$ cat src/rtl/final_fifo_link_receiver.sv
// final_fifo_link_receiver
// Receive end of the inter-half link. Narrow link beats are reassembled into
// final-FIFO words, buffered in a small FIFO and presented on a valid/ready
// interface to the local final arbitration unit. Header beats also carry the
// remote half's status flags, which are decoded for the local stage controller.
//
// Header beat layout: [1:0] type, [2] has_message_flying, [3] has_odd_clusters.
//   type 2'b01 : data header, followed by BEATS payload beats (LSB first)
//   type 2'b10 : status-only frame
//   type 2'b00 / 2'b11 : illegal, beat dropped, protocol_error set

module final_fifo_link_receiver #(
    parameter int CODE_DISTANCE_X = 5,
    parameter int CODE_DISTANCE_Z = 4,
    parameter int LINK_WIDTH      = 8,   // must be >= 4 to carry the header fields
    parameter int FIFO_DEPTH      = 4    // power of two, >= 2
) (
    input  logic                                  clk,
    input  logic                                  reset,
    input  logic [LINK_WIDTH-1:0]                 link_in_data,
    input  logic                                  link_in_valid,
    output logic                                  link_in_ready,
    output logic [(2*(3*$clog2((CODE_DISTANCE_X > CODE_DISTANCE_Z) ? CODE_DISTANCE_X : CODE_DISTANCE_Z))+2)
                  + $clog2(((CODE_DISTANCE_X > CODE_DISTANCE_Z) ? CODE_DISTANCE_X : CODE_DISTANCE_Z)
                           * CODE_DISTANCE_Z) - 1:0] final_fifo_in_data,
    output logic                                  final_fifo_in_valid,
    input  logic                                  final_fifo_in_ready,
    output logic                                  has_message_flying_otherside,
    output logic                                  has_odd_clusters_otherside,
    output logic                                  status_seen,
    output logic                                  protocol_error,
    output logic [$clog2(FIFO_DEPTH):0]           fifo_count
);

    // ------------------------------------------------------------------
    // Derived widths
    // ------------------------------------------------------------------
    localparam int MEASUREMENT_ROUNDS = (CODE_DISTANCE_X > CODE_DISTANCE_Z) ? CODE_DISTANCE_X
                                                                             : CODE_DISTANCE_Z;
    localparam int ADDRESS_WIDTH      = 3 * $clog2(MEASUREMENT_ROUNDS);
    localparam int MASTER_FIFO_WIDTH  = 2 * ADDRESS_WIDTH + 2;
    localparam int FIFO_COUNT         = MEASUREMENT_ROUNDS * CODE_DISTANCE_Z;
    localparam int FINAL_FIFO_WIDTH   = MASTER_FIFO_WIDTH + $clog2(FIFO_COUNT);
    localparam int BEATS              = (FINAL_FIFO_WIDTH + LINK_WIDTH - 1) / LINK_WIDTH;
    localparam int BEAT_W             = (BEATS > 1) ? $clog2(BEATS) : 1;
    localparam int ASM_W              = BEATS * LINK_WIDTH;
    localparam int PTR_W              = $clog2(FIFO_DEPTH);
    localparam int CNT_W              = PTR_W + 1;

    localparam logic [BEAT_W-1:0] LAST_BEAT = BEAT_W'(BEATS - 1);
    localparam logic [CNT_W-1:0]  FULL_CNT  = CNT_W'(FIFO_DEPTH);

    // FSM encoding
    localparam logic [0:0] ST_HDR     = 1'b0;
    localparam logic [0:0] ST_PAYLOAD = 1'b1;

    // Header type encoding
    localparam logic [1:0] HDR_DATA   = 2'b01;
    localparam logic [1:0] HDR_STATUS = 2'b10;

    // ------------------------------------------------------------------
    // State
    // ------------------------------------------------------------------
    logic [0:0]                  state_q;
    logic [BEAT_W-1:0]           beat_cnt_q;
    logic [ASM_W-1:0]            asm_q;
    logic [ASM_W-1:0]            asm_next;

    logic [FINAL_FIFO_WIDTH-1:0] mem [FIFO_DEPTH];
    logic [PTR_W-1:0]            wr_ptr_q;
    logic [PTR_W-1:0]            rd_ptr_q;
    logic [CNT_W-1:0]            count_q;

    // ------------------------------------------------------------------
    // Decode
    // ------------------------------------------------------------------
    logic       fifo_full;
    logic       fifo_empty;
    logic       last_beat;
    logic       beat_fire;
    logic       hdr_fire;
    logic       pay_fire;
    logic       push;
    logic       pop;
    logic [1:0] hdr_type;
    logic       hdr_is_data;
    logic       hdr_is_legal;

    assign fifo_full    = (count_q == FULL_CNT);
    assign fifo_empty   = (count_q == '0);
    assign last_beat    = (beat_cnt_q == LAST_BEAT);
    assign hdr_type     = link_in_data[1:0];
    assign hdr_is_data  = (hdr_type == HDR_DATA);
    assign hdr_is_legal = hdr_is_data || (hdr_type == HDR_STATUS);

    assign beat_fire    = link_in_valid && link_in_ready;
    assign hdr_fire     = beat_fire && (state_q == ST_HDR);
    assign pay_fire     = beat_fire && (state_q == ST_PAYLOAD);
    assign push         = pay_fire && last_beat;
    assign pop          = final_fifo_in_valid && final_fifo_in_ready;

    // Link back-pressure: only the last payload beat can stall, and only on
    // the registered full flag (a same-cycle pop does not open the gate).
    always_comb begin
        // NOTE: every output of a combinational block gets a default first,
        // so no path through the block leaves it unassigned and infers a latch.
        link_in_ready = 1'b0;
        if (reset) begin
            if ((state_q == ST_PAYLOAD) && last_beat) begin
                link_in_ready = !fifo_full;
            end else begin
                link_in_ready = 1'b1;
            end
        end
    end

    // Merge the current beat into its LSB-first slot of the assembly word.
    always_comb begin
        asm_next = asm_q;
        for (int k = 0; k < BEATS; k++) begin
            if (beat_cnt_q == BEAT_W'(k)) begin
                asm_next[k*LINK_WIDTH +: LINK_WIDTH] = link_in_data;
            end
        end
    end

    // Bits of the final beat beyond FINAL_FIFO_WIDTH are discarded.
    generate
        if (ASM_W > FINAL_FIFO_WIDTH) begin : g_excess
            logic unused_excess_bits;
            assign unused_excess_bits = ^asm_next[ASM_W-1:FINAL_FIFO_WIDTH];
        end
    endgenerate

    // ------------------------------------------------------------------
    // Frame FSM and beat counter
    // ------------------------------------------------------------------
    // HDR waits for a header; a data header opens a BEATS-long payload.
    always_ff @(posedge clk or negedge reset) begin
        if (!reset) begin
            // NOTE: sequential state uses non-blocking assignments so every
            // flop samples pre-edge values regardless of statement order.
            state_q    <= ST_HDR;
            beat_cnt_q <= '0;
        end else if (hdr_fire) begin
            if (hdr_is_data) begin
                state_q    <= ST_PAYLOAD;
                beat_cnt_q <= '0;
            end
        end else if (pay_fire) begin
            if (last_beat) begin
                state_q    <= ST_HDR;
                beat_cnt_q <= '0;
            end else begin
                beat_cnt_q <= beat_cnt_q + BEAT_W'(1);
            end
        end
    end

    // Assembly register collects payload beats of the frame in progress.
    always_ff @(posedge clk or negedge reset) begin
        if (!reset) begin
            asm_q <= '0;
        end else if (hdr_fire && hdr_is_data) begin
            asm_q <= '0;
        end else if (pay_fire) begin
            asm_q <= asm_next;
        end
    end

    // Remote status flags are taken from every legal header; illegal ones only flag an error.
    always_ff @(posedge clk or negedge reset) begin
        if (!reset) begin
            has_message_flying_otherside <= 1'b0;
            has_odd_clusters_otherside   <= 1'b0;
            status_seen                  <= 1'b0;
            protocol_error               <= 1'b0;
        end else if (hdr_fire) begin
            if (hdr_is_legal) begin
                has_message_flying_otherside <= link_in_data[2];
                has_odd_clusters_otherside   <= link_in_data[3];
                status_seen                  <= 1'b1;
            end else begin
                protocol_error               <= 1'b1;
            end
        end
    end

    // ------------------------------------------------------------------
    // Word FIFO
    // ------------------------------------------------------------------
    // Storage write on push of a completed word.
    always_ff @(posedge clk) begin
        // NOTE: the storage array has no reset; occupancy and pointers are
        // reset instead, and the output is masked while the FIFO is empty.
        if (push) begin
            mem[wr_ptr_q] <= asm_next[FINAL_FIFO_WIDTH-1:0];
        end
    end

    // Pointers wrap naturally modulo FIFO_DEPTH; count holds on push+pop.
    always_ff @(posedge clk or negedge reset) begin
        if (!reset) begin
            wr_ptr_q <= '0;
            rd_ptr_q <= '0;
            count_q  <= '0;
        end else begin
            if (push) begin
                wr_ptr_q <= wr_ptr_q + PTR_W'(1);
            end
            if (pop) begin
                rd_ptr_q <= rd_ptr_q + PTR_W'(1);
            end
            if (push && !pop) begin
                count_q <= count_q + CNT_W'(1);
            end else if (pop && !push) begin
                count_q <= count_q - CNT_W'(1);
            end
        end
    end

    assign final_fifo_in_valid = !fifo_empty;
    assign final_fifo_in_data  = fifo_empty ? '0 : mem[rd_ptr_q];
    assign fifo_count          = count_q;

endmodule

$ cat config.mk
export PLATFORM = sky130hd
export DESIGN_NAME = final_fifo_link_receiver
export DESIGN_NICKNAME = d
export VERILOG_FILES = /design/src/rtl/final_fifo_link_receiver.sv
export SDC_FILE = /design/constraint.sdc
export NUM_CORES = 1
export LEC_CHECK = 0
export CORE_UTILIZATION = 38
export DETAILED_ROUTE_END_ITERATION = 7
export GPL_TIMING_DRIVEN = 0
export PLACE_DENSITY = 0.61
export SYNTH_ARGS = -nofsm -noshare
export SYNTH_HDL_FRONTEND = slang
export SYNTH_SLANG_ARGS = --single-unit
$ cat constraint.sdc
create_clock -name clk -period 2.6 [get_ports clk]
set_input_delay 0.26 -clock clk [delete_from_list [all_inputs] [get_ports clk]]
set_output_delay 0.26 -clock clk [all_outputs]
set_load 0.01 [all_outputs]
Yosys cells after proc, flatten, opt, wreduce, memory -nomap -nowiden
Memory sizes are Yosys's and may differ from the RTL's.
Index checks and enable logic that the tools add are counted.
{"block": "classes", "reduce_logical": 24, "addsub": 5, "n_eq_ne": 7, "n_mux": 21, "bitwise_logic": 2}
{"op": "$mux 25", "count": 3}
{"op": "$mux 8", "count": 3}
{"op": "$logic_and 1x1->1", "count": 9}
{"op": "$mux 1", "count": 9}
{"op": "$mux 2", "count": 4}
{"op": "$reduce_bool 2->1", "count": 4}
{"op": "$add 2x1->2 const B", "count": 3}
{"op": "$eq 2x2->1 const B", "count": 3}
{"op": "$mux 3", "count": 2}
{"op": "$reduce_and 2->1", "count": 3}
{"op": "$eq 2x1->1 const B", "count": 2}
{"op": "$logic_not 1->1", "count": 4}
{"op": "$add 3x1->3 const B", "count": 1}
{"op": "$eq 3x3->1 const B", "count": 1}
{"op": "$logic_not 3->1", "count": 1}
{"op": "$reduce_and 3->1", "count": 1}
{"op": "$sub 3x1->3 const B", "count": 1}
{"op": "$logic_not 2->1", "count": 1}
{"op": "$ne 2x1->1 const B", "count": 1}
{"op": "$not 1->1", "count": 2}
{"op": "$logic_or 1x1->1", "count": 1}
{"block": "totals", "input_bits": 12, "memories": 1, "wordCells": 70, "out_inout_bits": 34, "reg_bits": 39, "ram_bits": 100}
{"name": "mem", "depth": 4, "word_bits": 25, "read_ports": 1, "rd_ports_with_merged_regs": 0, "write_ports": 1, "line_no": "69", "text": "logic [FINAL_FIFO_WIDTH-1:0] mem [FIFO_DEPTH];"}

Logic depth before layout (Yosys ltp)
Gate-level depths: netlist of the first run.
{"block": "depth", "ltp_word": 11, "mapped_depth": 9}

Worst setup path before layout of the first run
Ideal clock, no wire load.
{"block": "synth_timing", "kind": "flip-flop to flip-flop", "start": "reg count_q[1], in the netlist fifo_count[1]", "end": "reg count_q[2], in the netlist fifo_count[2]", "n_path_buf": 1, "path_slack_ns": 0.465, "setup_time_ns": 0.080, "required_time_ns": 2.520, "stages_incl_launch_ff": 10, "arrival_ns": 2.056, "cell_sequence": "dfrtp_1 > or3_1 > clkbuf_1 > nand2_1 > ha_1 > inv_1 > fa_1 > xor2_1 > nor2_1 > xor2_1"}
{"block": "synth_via", "elab_chain_cells": 10, "word_cells_on_any_way": 19, "cone_classes": "add/sub (2); eq/ne (1); mux (4); reduce/logical (12)"}
{"item": "from (decl)", "line_no": "72", "text": "logic [CNT_W-1:0] count_q;"}
{"item": "from (signal assigned)", "line_no": "215", "text": "count_q <= count_q + CNT_W'(1);"}
{"item": "from (signal assigned)", "line_no": "217", "text": "count_q <= count_q - CNT_W'(1);"}
{"item": "$eq 3x3->1", "line_no": "89", "text": "assign fifo_full = (count_q == FULL_CNT);"}
{"item": "$logic_not 1->1", "line_no": "110", "text": "link_in_ready = !fifo_full;"}
{"item": "$mux 1", "line_no": "109", "text": "if ((state_q == ST_PAYLOAD) && last_beat) begin"}
{"item": "$mux 1", "line_no": "108", "text": "if (reset) begin"}
{"item": "$logic_and 1x1->1", "line_no": "96", "text": "assign beat_fire = link_in_valid && link_in_ready;"}
{"item": "$logic_and 1x1->1", "line_no": "98", "text": "assign pay_fire = beat_fire && (state_q == ST_PAYLOAD);"}
{"item": "$logic_and 1x1->1", "line_no": "99", "text": "assign push = pay_fire && last_beat;"}
{"item": "$logic_not 1->1", "line_no": "216", "text": "end else if (pop && !push) begin"}
{"item": "$logic_and 1x1->1", "line_no": "216"}
{"item": "$reduce_bool 2->1 (no source line)"}
Several ways; a longest one is shown, not always the timed one. The select of a mux whose other input is x is not followed.
A chain may end at the register's enable or synchronous reset.

==> run summary, run 1 <==
CP max FO = 10
Max rail drop VDD = 497.7 µV
ys async rst share = 28.06%
Slew Viols, Final = 0
synthesized net count = 333
top-count cell post-synth = edfxtp_1
fillers = 1,228
top post-synthesis cells by count = edfxtp_1 (100), dfrtp_1 (39), and2_1 (29), mux2_2 (28), a22o_1 (26)
RSZ-0062 raised after global routing = no
Crit Path Class = flip-flop to primary output
largest net degree at the start of global routing = 26
fin crit share = 95.65%
Worst Hold Class = input port to flip-flop
Pint = 5.959 mW
Synth top area share = 52.32%
Die W = 124.9 µm
Hold Path Stages = 4
overall routing resource usage = 15.18%
Slew HR = 30.91%
EDFF count, synth = 100
post-synthesis xor/xnor area fraction = 0.9156%
Static Leakage = 2.600 nW
Sink Count = 139
Net Sw Frac = 28.46%
number of I/O pins = 46
failing checks = DRC
endpoints failing setup = 0
top cells by area, synth = edfxtp_1 (52%), dfrtp_1 (17%), mux4_2 (9.8%)
Syn. warnings = 0
reg2reg path depth = 4
Comb power frac = 36.5%
post-synthesis compound-gate area fraction = 4.971%
ant diodes = 0
Nets = 405
initial core utilization = 39.19%
Synth cell types = 29
Clock power frac = 25.4%
pre-CTS setup slack = -0.2630 ns
Post-Synthesis Cells = 310
Root Buffer = clkbuf_16
Slowest cell on crit path = clkdlybuf4s50_1
PwrDens = 1174 nW/µm²
clk slew on worst S/H paths = 0.05 ns
WL per Instance = 18.69 µm
worst clock skew = 0.01125 ns
Worst Hold Endpoint = state_q$_DFFE_PN0P_
Inst Count DP = 541
Die Y-Extent = 124.9 µm
initial antenna violation count = 0
Routed WL = 10.82 mm
drt pass-1 iters = 6
net switching power = 2.371 mW
routed vias = 2,976
Min Clock Period, post-route = 2.487 ns
crit path buf inv count = 3
Top Family by Delay on Critical Path = buffers and inverters
Worst-Skew Late Latency = 0.41 ns
Seq cells post-synth = 139
Seq pwr share = 38.1%
Non-Filler Instances = 579
Max Cap Viol = 0
f_max = 0.4021 GHz
H-tree levels = 4
worst slew pin tran = 1.033 ns
Synth area leader = edfxtp_1
Synth Cell Area = 5739 µm²
ratio of cells with drive above 1 in the final layout = 26.33%
r2r setup slk = 0.28 ns
initial drt markers = 197
largest family of logic cells by synthesized area = multiplexers
number of CTS-inserted buffers = 17
vias in the first global route = 3,206
Worst setup SP type = flip-flop
routed vias/inst = 5.140
sequential fraction of the synthesis area = 69.33%
Die ar. = 15,600 µm²
Syn-to-layout area delta = 23.59%
outcome = complete, but fails checks
highest cell delay on the worst timing path = 0.47 ns
crit path DAT = 2.23 ns
Final Worst Setup Slack = 0.1131 ns
Routed Antenna Nets = 0
Avg Cell Area, Syn = 18.51 µm²
ys flop type = edfxtp_1
hpwl dp = 7.014 mm
Req. time, crit path = 2.34 ns
CP Capture Type = primary output
GRT Residual Overflow = 0
clk buf depth = 2
worst-path cell chain = buf_2 -> clkbuf_4 -> mux4_2 -> and2_1 -> clkdlybuf4s50_1
GP Congestion = 0.7091
Adder-Cell Fraction of Synth Area = 2.529%
area taken by flip-flops and latches = 3979 µm²
core box area = 14,640 µm²
Reg-to-Reg Start = state_q$_DFFE_PN0P_
Critical R2R Capture = mem[2][23]$_DFFE_PP_
multi-input logic area = 1644 µm²
CTS tree = built
hold path start = reset
first-pass GRT wire length = 17.43 mm
Post-Synth Simple-Gate Area = 4.578%
final hold violation count = 0
number of port buffers = 45
Cell Rows = 44
mux contribution to synthesized area = 15.50%
DRC = 10
stage by stage:
| step | utilization [%] | hold WS [ns] | total power [mW] | cell area (µm²) | setup TNS [ns] |
|---|---|---|---|---|---|
| floorplan | - | -0.03559 | 4.995 | 5739 | 0 |
| global placement | 43.84 | 0.4458 | 6.054 | 6420 | -243.78 |
| detailed placement | 44.16 | 0.2303 | 6.151 | 6466 | -14.12 |
| CTS | 48.03 | 0.2431 | 8.341 | 7033 | 0 |
| global route | 48.44 | 0.2556 | 8.755 | 7093 | 0 |
| finish | 48.44 | 0.2571 | 8.330 | 7093 | 0 |
layout make-up:
| type | instances | share of cell area (%) |
|---|---|---|
| sequential | 139 | 56.09 |
| tap | 184 | 3.246 |
| buffer | 16 | 2.046 |
| timing repair buffer | 54 | 7.797 |
| clock inverter | 2 | 0.1588 |
| inverter | 7 | 0.3704 |
| clock buffer | 30 | 7.109 |
| multi-input combinational | 147 | 23.18 |
flip-flops by register name, summed over array words and instances (netlist names):
name,cells
mem,100
asm_q,25
fifo_count,3
beat_cnt_q,2
rd_ptr_q,2
wr_ptr_q,2
has_message_flying_otherside,1
has_odd_clusters_otherside,1
protocol_error,1
state_q,1
status_seen,1
power by group through the flow:
stage | clock (mW) | sequential (mW) | combinational (mW)
global placement | 0 | 3.18 | 2.87
global route | 2.24 | 3.21 | 3.30
finish | 2.12 | 3.17 | 3.04
detailed placement | 0 | 3.20 | 2.95
floorplan | 0 | 3.18 | 1.82
CTS | 2.15 | 3.17 | 3.02
worst min-delay path: stages:
cell	delay, ns
buf_2	0.11
buf_12	0.10
a31oi_1	0.06
nor2_1	0.09
cells by family after synthesis:
family | count (synthesis)
adders and majority gates | 11
xor gates and xnor gates | 6
DFF | 139
AOI/OAI and AO/OA | 32
and+or+nand+nor | 44
muxes | 54
buffers and inverters | 24
routing by layer:
layer	GRT usage, %	vias to the layer above	part of all wire (%)
met1	19.46	1527	44
met4	5.811	0	1.1
li1	-	1360	-
met5	0	-	0
met3	4.038	13	4.2
met2	24.72	76	50
layout by cell type (no fill, tap or decap), types with 5 or more instances in the layout:
cell and instances:
and2_1 26, clkdlybuf4s50_1 43, inv_1 7, clkbuf_16 17, ha_1 10, mux4_2 25
clkbuf_1 13, nor2_1 5, mux2_2 28, edfxtp_1 100, dfrtp_1 39, a22o_1 26
buf_4 5
worst max-delay path by stage:
stage / startpoint / to / slack [ns] / cells past startpoint
final: rd_ptr_q[1]$_DFFE_PN0P_ / final_fifo_in_data[15] / 0.11 / 5
after detailed placement: reset / mem[2][14]$_DFFE_PP_ / -0.26 / 6
after CTS: rd_ptr_q[0]$_DFFE_PN0P_ / final_fifo_in_data[15] / 0.003 / 5
after floorplan: fifo_count[1]$_DFFE_PN0P_ / fifo_count[2]$_DFFE_PN0P_ / 0.46 / 9
after global placement: reset / mem[0][13]$_DFFE_PP_ / -2.12 / 4
after global routing: fifo_count[0]$_DFFE_PN0P_ / final_fifo_in_data[9] / 0.01 / 4
what timing repair did:
item / in CTS / in global routing
setup endpoints to repair: 20 / 19
setup buffers: 0 / 5
resized for setup: 12 / 7
hold endpoints to repair: 17 / 0
hold buffers: 2 / 0
Note: power is estimated with default switching activity, not from simulation.
==> run 2: changes to the inputs <==
- DONT_BUFFER_PORTS: not set -> 1
- PLACE_DENSITY: 0.61 -> 0.57
- clock period: 2.6 -> 2.4 ns (I/O delays scaled with it)
==> run 2 against run 1 <==
- the flow still finishes with violations (DRC)
- worst hold slack worse by 0.24 ns
- non-clock buffer count down 47
- setup slack better by 0.039 ns
- clock skew down 0.0043 ns
- highest routed layer unchanged
==> run summary, run 2 (synthesis gave the netlist of run 1 again) <==
Sink Count = 139 (unchanged)
initial antenna violation count = 0 (unchanged)
Nets = 358 (was 405)
Inst Count DP = 494 (was 541)
f_max = 0.4448 GHz
Slew HR = 46.47% (was 30.91%)
Root Buffer = clkbuf_16 (unchanged)
net switching power = 2.475 mW (was 2.371 mW)
hpwl dp = 6.695 mm (was 7.014 mm)
clk slew on worst S/H paths = 0.06 ns (was 0.05 ns)
number of I/O pins = 46 (unchanged)
Tot Pwr = 8.643 mW (was 8.330 mW)
setup TNS = 0 ns (unchanged)
multi-input logic area = 1649 µm² (was 1644 µm²)
GP Congestion = 0.6868 (was 0.7091)
Die W = 124.9 µm (unchanged)
worst clock skew = 0.006918 ns (was 0.01125 ns)
failing checks = DRC (unchanged)
first-pass GRT wire length = 17.28 mm (was 17.43 mm)
max FFs per register = 100 (unchanged)
crit path DAT = 2.28 ns (was 2.23 ns)
ratio of cells with drive above 1 in the final layout = 31.03% (was 26.33%)
commonest cells after routing, fill and taps aside = edfxtp_1 (100), dfrtp_1 (37), mux2_2 (28) (was edfxtp_1 (100), clkdlybuf4s50_1 (43), dfrtp_1 (39))
final hold violation count = 0 (unchanged)
area taken by flip-flops and latches = 3981 µm² (was 3979 µm²)
Pint = 6.168 mW (was 5.959 mW)
clk buf depth = 2 (unchanged)
Comb power frac = 28.5% (was 36.5%)
Seq pwr share = 40.0% (was 38.1%)
CP max FO = 25 (was 10)
fin util = 45.68% (was 48.44%)
Die Y-Extent = 124.9 µm (unchanged)
core box area = 14,640 µm² (unchanged)
ant diodes = 0 (unchanged)
Req. time, crit path = 2.43 ns (was 2.34 ns)
Net Sw Frac = 28.64% (was 28.46%)
Max Cap Viol = 0 (unchanged)
largest net degree at the start of global routing = 40 (was 26)
Worst setup SP type = flip-flop (unchanged)
Most flops, register = mem (unchanged)
fin crit share = 93.68%
DRC = 4 (was 10)
CTS tree = built (unchanged)
Top Family by Delay on Critical Path = simple AND/OR/NAND/NOR gates (was buffers and inverters)
Max rail drop VDD = 494.1 µV (was 497.7 µV)
Routed WL = 10.93 mm (was 10.82 mm)
PwrDens = 1292 nW/µm² (was 1174 nW/µm²)
routed vias = 2,802 (was 2,976)
H-tree levels = 4 (unchanged)
highest cell delay on the worst timing path = 0.64 ns (was 0.47 ns)
Slew Viols, Final = 0 (unchanged)
Routed Antenna Nets = 0 (unchanged)
WL per Instance = 20.55 µm (was 18.69 µm)
routed vias/inst = 5.267 (was 5.140)
endpoints failing setup = 0 (unchanged)
RSZ-0062 raised after global routing = no (unchanged)
Cell Rows = 44 (unchanged)
GRT Residual Overflow = 0 (unchanged)
Non-Filler Instances = 532 (was 579)
vias in the first global route = 3,027 (was 3,206)
initial core utilization = 39.19% (unchanged)
fillers = 1,290 (was 1,228)
Static Leakage = 2.437 nW (was 2.600 nW)
Syn-to-layout area delta = 16.55% (was 23.59%)
Die ar. = 15,600 µm² (unchanged)
number of port buffers = 0 (was 45)
crit path buf inv count = 2 (was 3)
CP Capture Type = flip-flop (was primary output)
drt pass-1 iters = 6 (unchanged)
Slowest cell on crit path = and2_2 (was clkdlybuf4s50_1)
worst-path cell chain = ha_2 -> inv_1 -> a211oi_4 -> buf_4 -> and2_2 (was buf_2 -> clkbuf_4 -> mux4_2 -> and2_1 -> clkdlybuf4s50_1)
initial drt markers = 194 (was 197)
Worst Hold Class = input port to flip-flop (unchanged)
overall routing resource usage = 15.29% (was 15.18%)
most common cell after layout, fill and taps aside = edfxtp_1 (unchanged)
Clock power frac = 31.4% (was 25.4%)
outcome = complete, but fails checks (unchanged)
Worst-Skew Late Latency = 0.41 ns (about the same)
Crit Path Class = flip-flop to flip-flop (was flip-flop to primary output)
number of CTS-inserted buffers = 17 (unchanged)
worst slew pin tran = 0.8029 ns (was 1.033 ns)
Min Clock Period, post-route = 2.248 ns
-- run 2: changes by cell type in the layout (fill, tap and decap cells not counted), moves of 2 or more --
cell / delta
clkinv_2: +2
clkdlybuf4s50_1: -43
dlygate4sd3_1: +2
dfrtp_2: +2
clkbuf_1: -6
buf_12: -3
dfrtp_1: -2
bufinv_16: +3
-- run 2: path summary, 6_finish.rpt --
check                                                  to  cells past startpoint                       from  slack [ns]
worst max register to register       mem[3][22]$_DFFE_PP_                      5  beat_cnt_q[0]$_DFFE_PN0P_        0.15
worst min-delay path              rd_ptr_q[1]$_DFFE_PN0P_                      2        final_fifo_in_ready        0.01
max in group asynchronous       fifo_count[1]$_DFFE_PN0P_                      2                      reset        1.82
worst min register to register       asm_q[7]$_DFFE_PN0P_                      1       asm_q[7]$_DFFE_PN0P_        0.50
worst max-delay path                 mem[3][22]$_DFFE_PP_                      5  beat_cnt_q[0]$_DFFE_PN0P_        0.15
min in group asynchronous            asm_q[8]$_DFFE_PN0P_                      2                      reset        0.37
-- run 2: metal layers --
layer | track usage, % | share of wire [%]
met5 | 0 | 0
met4 | 6.313 | 1.6
met3 | 4.682 | 5.2
met2 | 23.69 | 48
met1 | 20.06 | 45
-- run 2: worst register-to-register path, stage by stage (launching register included) --
cell and delay, ns:
dfrtp_1 0.42, ha_2 0.25, inv_1 0.08, a211oi_4 0.29, buf_4 0.19, and2_2 0.64
-- run 2: area by class of cell --
| class | instances | area share (%) |
|---|---|---|
| flip-flops and latches | 139 | 59.52 |
| multi-input cells | 147 | 24.65 |
| clock buffers | 25 | 7.725 |
| well taps | 184 | 3.442 |
| clock inverters | 7 | 1.627 |
| plain buffers | 16 | 1.515 |
| repair buffers | 7 | 1.122 |
| inverters | 7 | 0.3928 |
-- run 2: repair_timing --
action | CTS | global route
hold endpoints to repair | 42 | 0
endpoints found under the setup margin | 11 | 71
setup buffers | 0 | 2
hold buffers | 5 | 0
pin swaps | 0 | 1
gates resized for setup | 3 | 7
-- run 2: per-stage QoR --
step | worst slack (ns) | hold slack (ns) | cell area, µm²
after detailed placement | -0.05606 | -0.05446 | 5974
after floorplan | 0.2648 | -0.05559 | 5739
after global placement | -0.3118 | -0.05438 | 5969
final | 0.1517 | 0.01413 | 6689
after global routing | 0.01233 | 0.02656 | 6689
after CTS | 0.01933 | 0.001477 | 6664
-- run 2: power groups by stage --
| stage | logic [mW] | clock network [mW] | registers (mW) |
|---|---|---|---|
| final | 2.47 | 2.72 | 3.46 |
| after global routing | 2.74 | 2.86 | 3.51 |
| after CTS | 2.53 | 2.76 | 3.46 |
| after detailed placement | 2.49 | 0 | 3.50 |
| after global placement | 2.42 | 0 | 3.49 |
| after floorplan | 1.97 | 0 | 3.44 |
==> run 3: changes to the inputs <==
- PLACE_DENSITY: 0.57 -> 0.58
- SKIP_CTS_REPAIR_TIMING: not set -> 1
==> run 3 against run 2 <==
- the flow still finishes with violations (DRC)
- clock skew increased by 0.0040 ns
- cell count did not move
- combinational power barely moved
- register-to-register slack hardly changed
==> run summary, run 3 (synthesis gave the netlist of run 1 again) <==
clk slew on worst S/H paths = 0.06 ns (about the same)
number of CTS-inserted buffers = 17 (unchanged)
critical path depth in cells = 5 (unchanged)
Most flops, register = mem (unchanged)
reg2reg path depth = 5 (unchanged)
drt pass-1 iters = 6 (unchanged)
Comb power frac = 28.5% (about the same)
number of I/O pins = 46 (unchanged)
largest net degree at the start of global routing = 44 (was 40)
Crit Path Class = flip-flop to flip-flop (unchanged)
WL per Instance = 20.79 µm (was 20.55 µm)
core box area = 14,640 µm² (unchanged)
CP Capture Type = flip-flop (unchanged)
Max Cap Viol = 0 (unchanged)
Clock power frac = 31.8% (was 31.4%)
commonest cells after routing, fill and taps aside = edfxtp_1 (100), dfrtp_1 (39), mux2_2 (28) (was edfxtp_1 (100), dfrtp_1 (37), mux2_2 (28))
GRT Residual Overflow = 0 (unchanged)
crit path DAT = 2.38 ns (was 2.28 ns)
vias in the first global route = 3,028 (was 3,027)
Final Worst Setup Slack = 0.1388 ns (was 0.1517 ns)
ratio of cells with drive above 1 in the final layout = 30.75% (was 31.03%)
endpoints failing setup = 0 (unchanged)
Pint = 6.207 mW (was 6.168 mW)
overall routing resource usage = 15.57% (was 15.29%)
initial antenna violation count = 0 (unchanged)
max FFs per register = 100 (unchanged)
pre-CTS setup slack = -0.02519 ns (was -0.05606 ns)
Routed WL = 11.06 mm (was 10.93 mm)
Die W = 124.9 µm (unchanged)
most common cell after layout, fill and taps aside = edfxtp_1 (unchanged)
Sink Count = 139 (unchanged)
Min Clock Period, post-route = 2.261 ns (was 2.248 ns)
Nets = 358 (unchanged)
Slowest cell on crit path = and2_1 (was and2_2)
outcome = complete, but fails checks (unchanged)
Syn-to-layout area delta = 17.07% (was 16.55%)
fin util = 45.88% (was 45.68%)
clk buf depth = 2 (unchanged)
initial drt markers = 150 (was 194)
Top Family by Delay on Critical Path = simple AND/OR/NAND/NOR gates (unchanged)
worst-path cell chain = ha_2 -> inv_1 -> a211oi_4 -> and2_1 -> buf_16 (was ha_2 -> inv_1 -> a211oi_4 -> buf_4 -> and2_2)
hpwl dp = 6.898 mm (was 6.695 mm)
initial core utilization = 39.19% (unchanged)
f_max = 0.4422 GHz (was 0.4448 GHz)
Hold Path Stages = 2 (unchanged)
Slew HR = 48.08% (was 46.47%)
Seq pwr share = 39.7% (was 40.0%)
Req. time, crit path = 2.52 ns (was 2.43 ns)
Die ar. = 15,600 µm² (unchanged)
RSZ-0062 raised after global routing = no (unchanged)
CP max FO = 16 (was 25)
GP Congestion = 0.6795 (was 0.6868)
Worst-Skew Late Latency = 0.42 ns (was 0.41 ns)
first-pass GRT wire length = 17.58 mm (was 17.28 mm)
worst clock skew = 0.01096 ns (was 0.006918 ns)
Routed Antenna Nets = 0 (unchanged)
Net Sw Frac = 28.94% (was 28.64%)
routed vias/inst = 5.244 (was 5.267)
net switching power = 2.528 mW (was 2.475 mW)
Worst Setup EP = mem[3][6]$_DFFE_PP_ (was mem[3][22]$_DFFE_PP_)
crit path launch = beat_cnt_q[0]$_DFFE_PN0P_ (unchanged)
Reg-to-Reg Start = beat_cnt_q[0]$_DFFE_PN0P_ (unchanged)
Cell Rows = 44 (unchanged)
failing checks = DRC (unchanged)
Die Y-Extent = 124.9 µm (unchanged)
Root Buffer = clkbuf_16 (unchanged)
number of port buffers = 0 (unchanged)
Worst Hold Class = input port to flip-flop (unchanged)
highest cell delay on the worst timing path = 0.63 ns (was 0.64 ns)
r2r setup slk = 0.14 ns (was 0.15 ns)
worst slew pin tran = 0.7788 ns (was 0.8029 ns)
H-tree levels = 4 (unchanged)
PwrDens = 1300 nW/µm² (was 1292 nW/µm²)
fin crit share = 94.22% (was 93.68%)
Max rail drop VDD = 574.4 µV (was 494.1 µV)
routed vias = 2,790 (was 2,802)
Worst setup SP type = flip-flop (unchanged)
Tot Pwr = 8.735 mW (was 8.643 mW)
Static Leakage = 2.447 nW (was 2.437 nW)
final hold slack = 0.0006863 ns (was 0.01413 ns)
ant diodes = 0 (unchanged)
final hold violation count = 0 (unchanged)
DRC = 8 (was 4)
crit path buf inv count = 2 (unchanged)
CTS tree = built (unchanged)
Critical R2R Capture = mem[3][6]$_DFFE_PP_ (was mem[3][22]$_DFFE_PP_)
Slew Viols, Final = 0 (unchanged)
[run 3: changes by cell type in the layout (fill, tap and decap cells not counted), moves of 2 or more]
cell       previous run  this run
buf_16                0         2
bufinv_16             3         5
clkbuf_8              4         0
clkinv_4              0         2
dfrtp_1              37        39
dfrtp_2               2         0
[run 3: worst min path at each step]
stage,to,start
6_report,state_q$_DFFE_PN0P_,reset
3_5_place_dp,asm_q[10]$_DFFE_PN0P_,reset
3_3_place_gp,asm_q[10]$_DFFE_PN0P_,reset
2_1_floorplan,asm_q[0]$_DFFE_PN0P_,reset
4_1_cts,has_odd_clusters_otherside$_DFFE_PN0P_,reset
5_1_grt,rd_ptr_q[0]$_DFFE_PN0P_,final_fifo_in_ready
[run 3: routing by layer]
metal	share of wire [%]	vias to the layer above	wire length, µm	track usage, %
li1	-	1255	-	-
met1	43	1464	4772	20.20
met2	50	63	5564	24.32
met3	5.6	8	616	5.326
met4	0.97	0	107	5.595
met5	0	-	0	0
[run 3: worst reg2reg max path: cells and delay by family, from the launching register on]
| kind | cells | cell delay (ns) |
|---|---|---|
| simple gates | 1 | 0.63 |
| flops | 1 | 0.43 |
| buf+inv | 2 | 0.32 |
| compound gates | 1 | 0.32 |
| fa+ha+maj | 1 | 0.25 |
[run 3: power by group through the flow]
stage / Clock, mW / Combinational, mW / Sequential [mW]
finish: 2.78 / 2.49 / 3.47
global route: 2.93 / 2.74 / 3.52
CTS: 2.83 / 2.50 / 3.47
floorplan: 0 / 1.97 / 3.44
global placement: 0 / 2.41 / 3.49
detailed placement: 0 / 2.49 / 3.51
[run 3: layout make-up]
type	instances	area, µm²
Buffer	16	105.1
Clock buffer	19	432.9
Timing Repair Buffer	7	100.1
Fill cell	1257	7925
Sequential cell	139	3979
Clock inverter	13	198.9
Multi-Input combinational cell	147	1647
Tap cell	184	230.2
Inverter	7	26.28
[run 3: per-stage QoR]
stage	area (µm²)	TNS [ns]	std cells
after floorplan	5739	0	310
after global placement	5969	-32.76	494
after detailed placement	6001	-0.02519	495
after CTS	6633	-1.213	527
after global routing	6719	0	532
final	6719	0	532
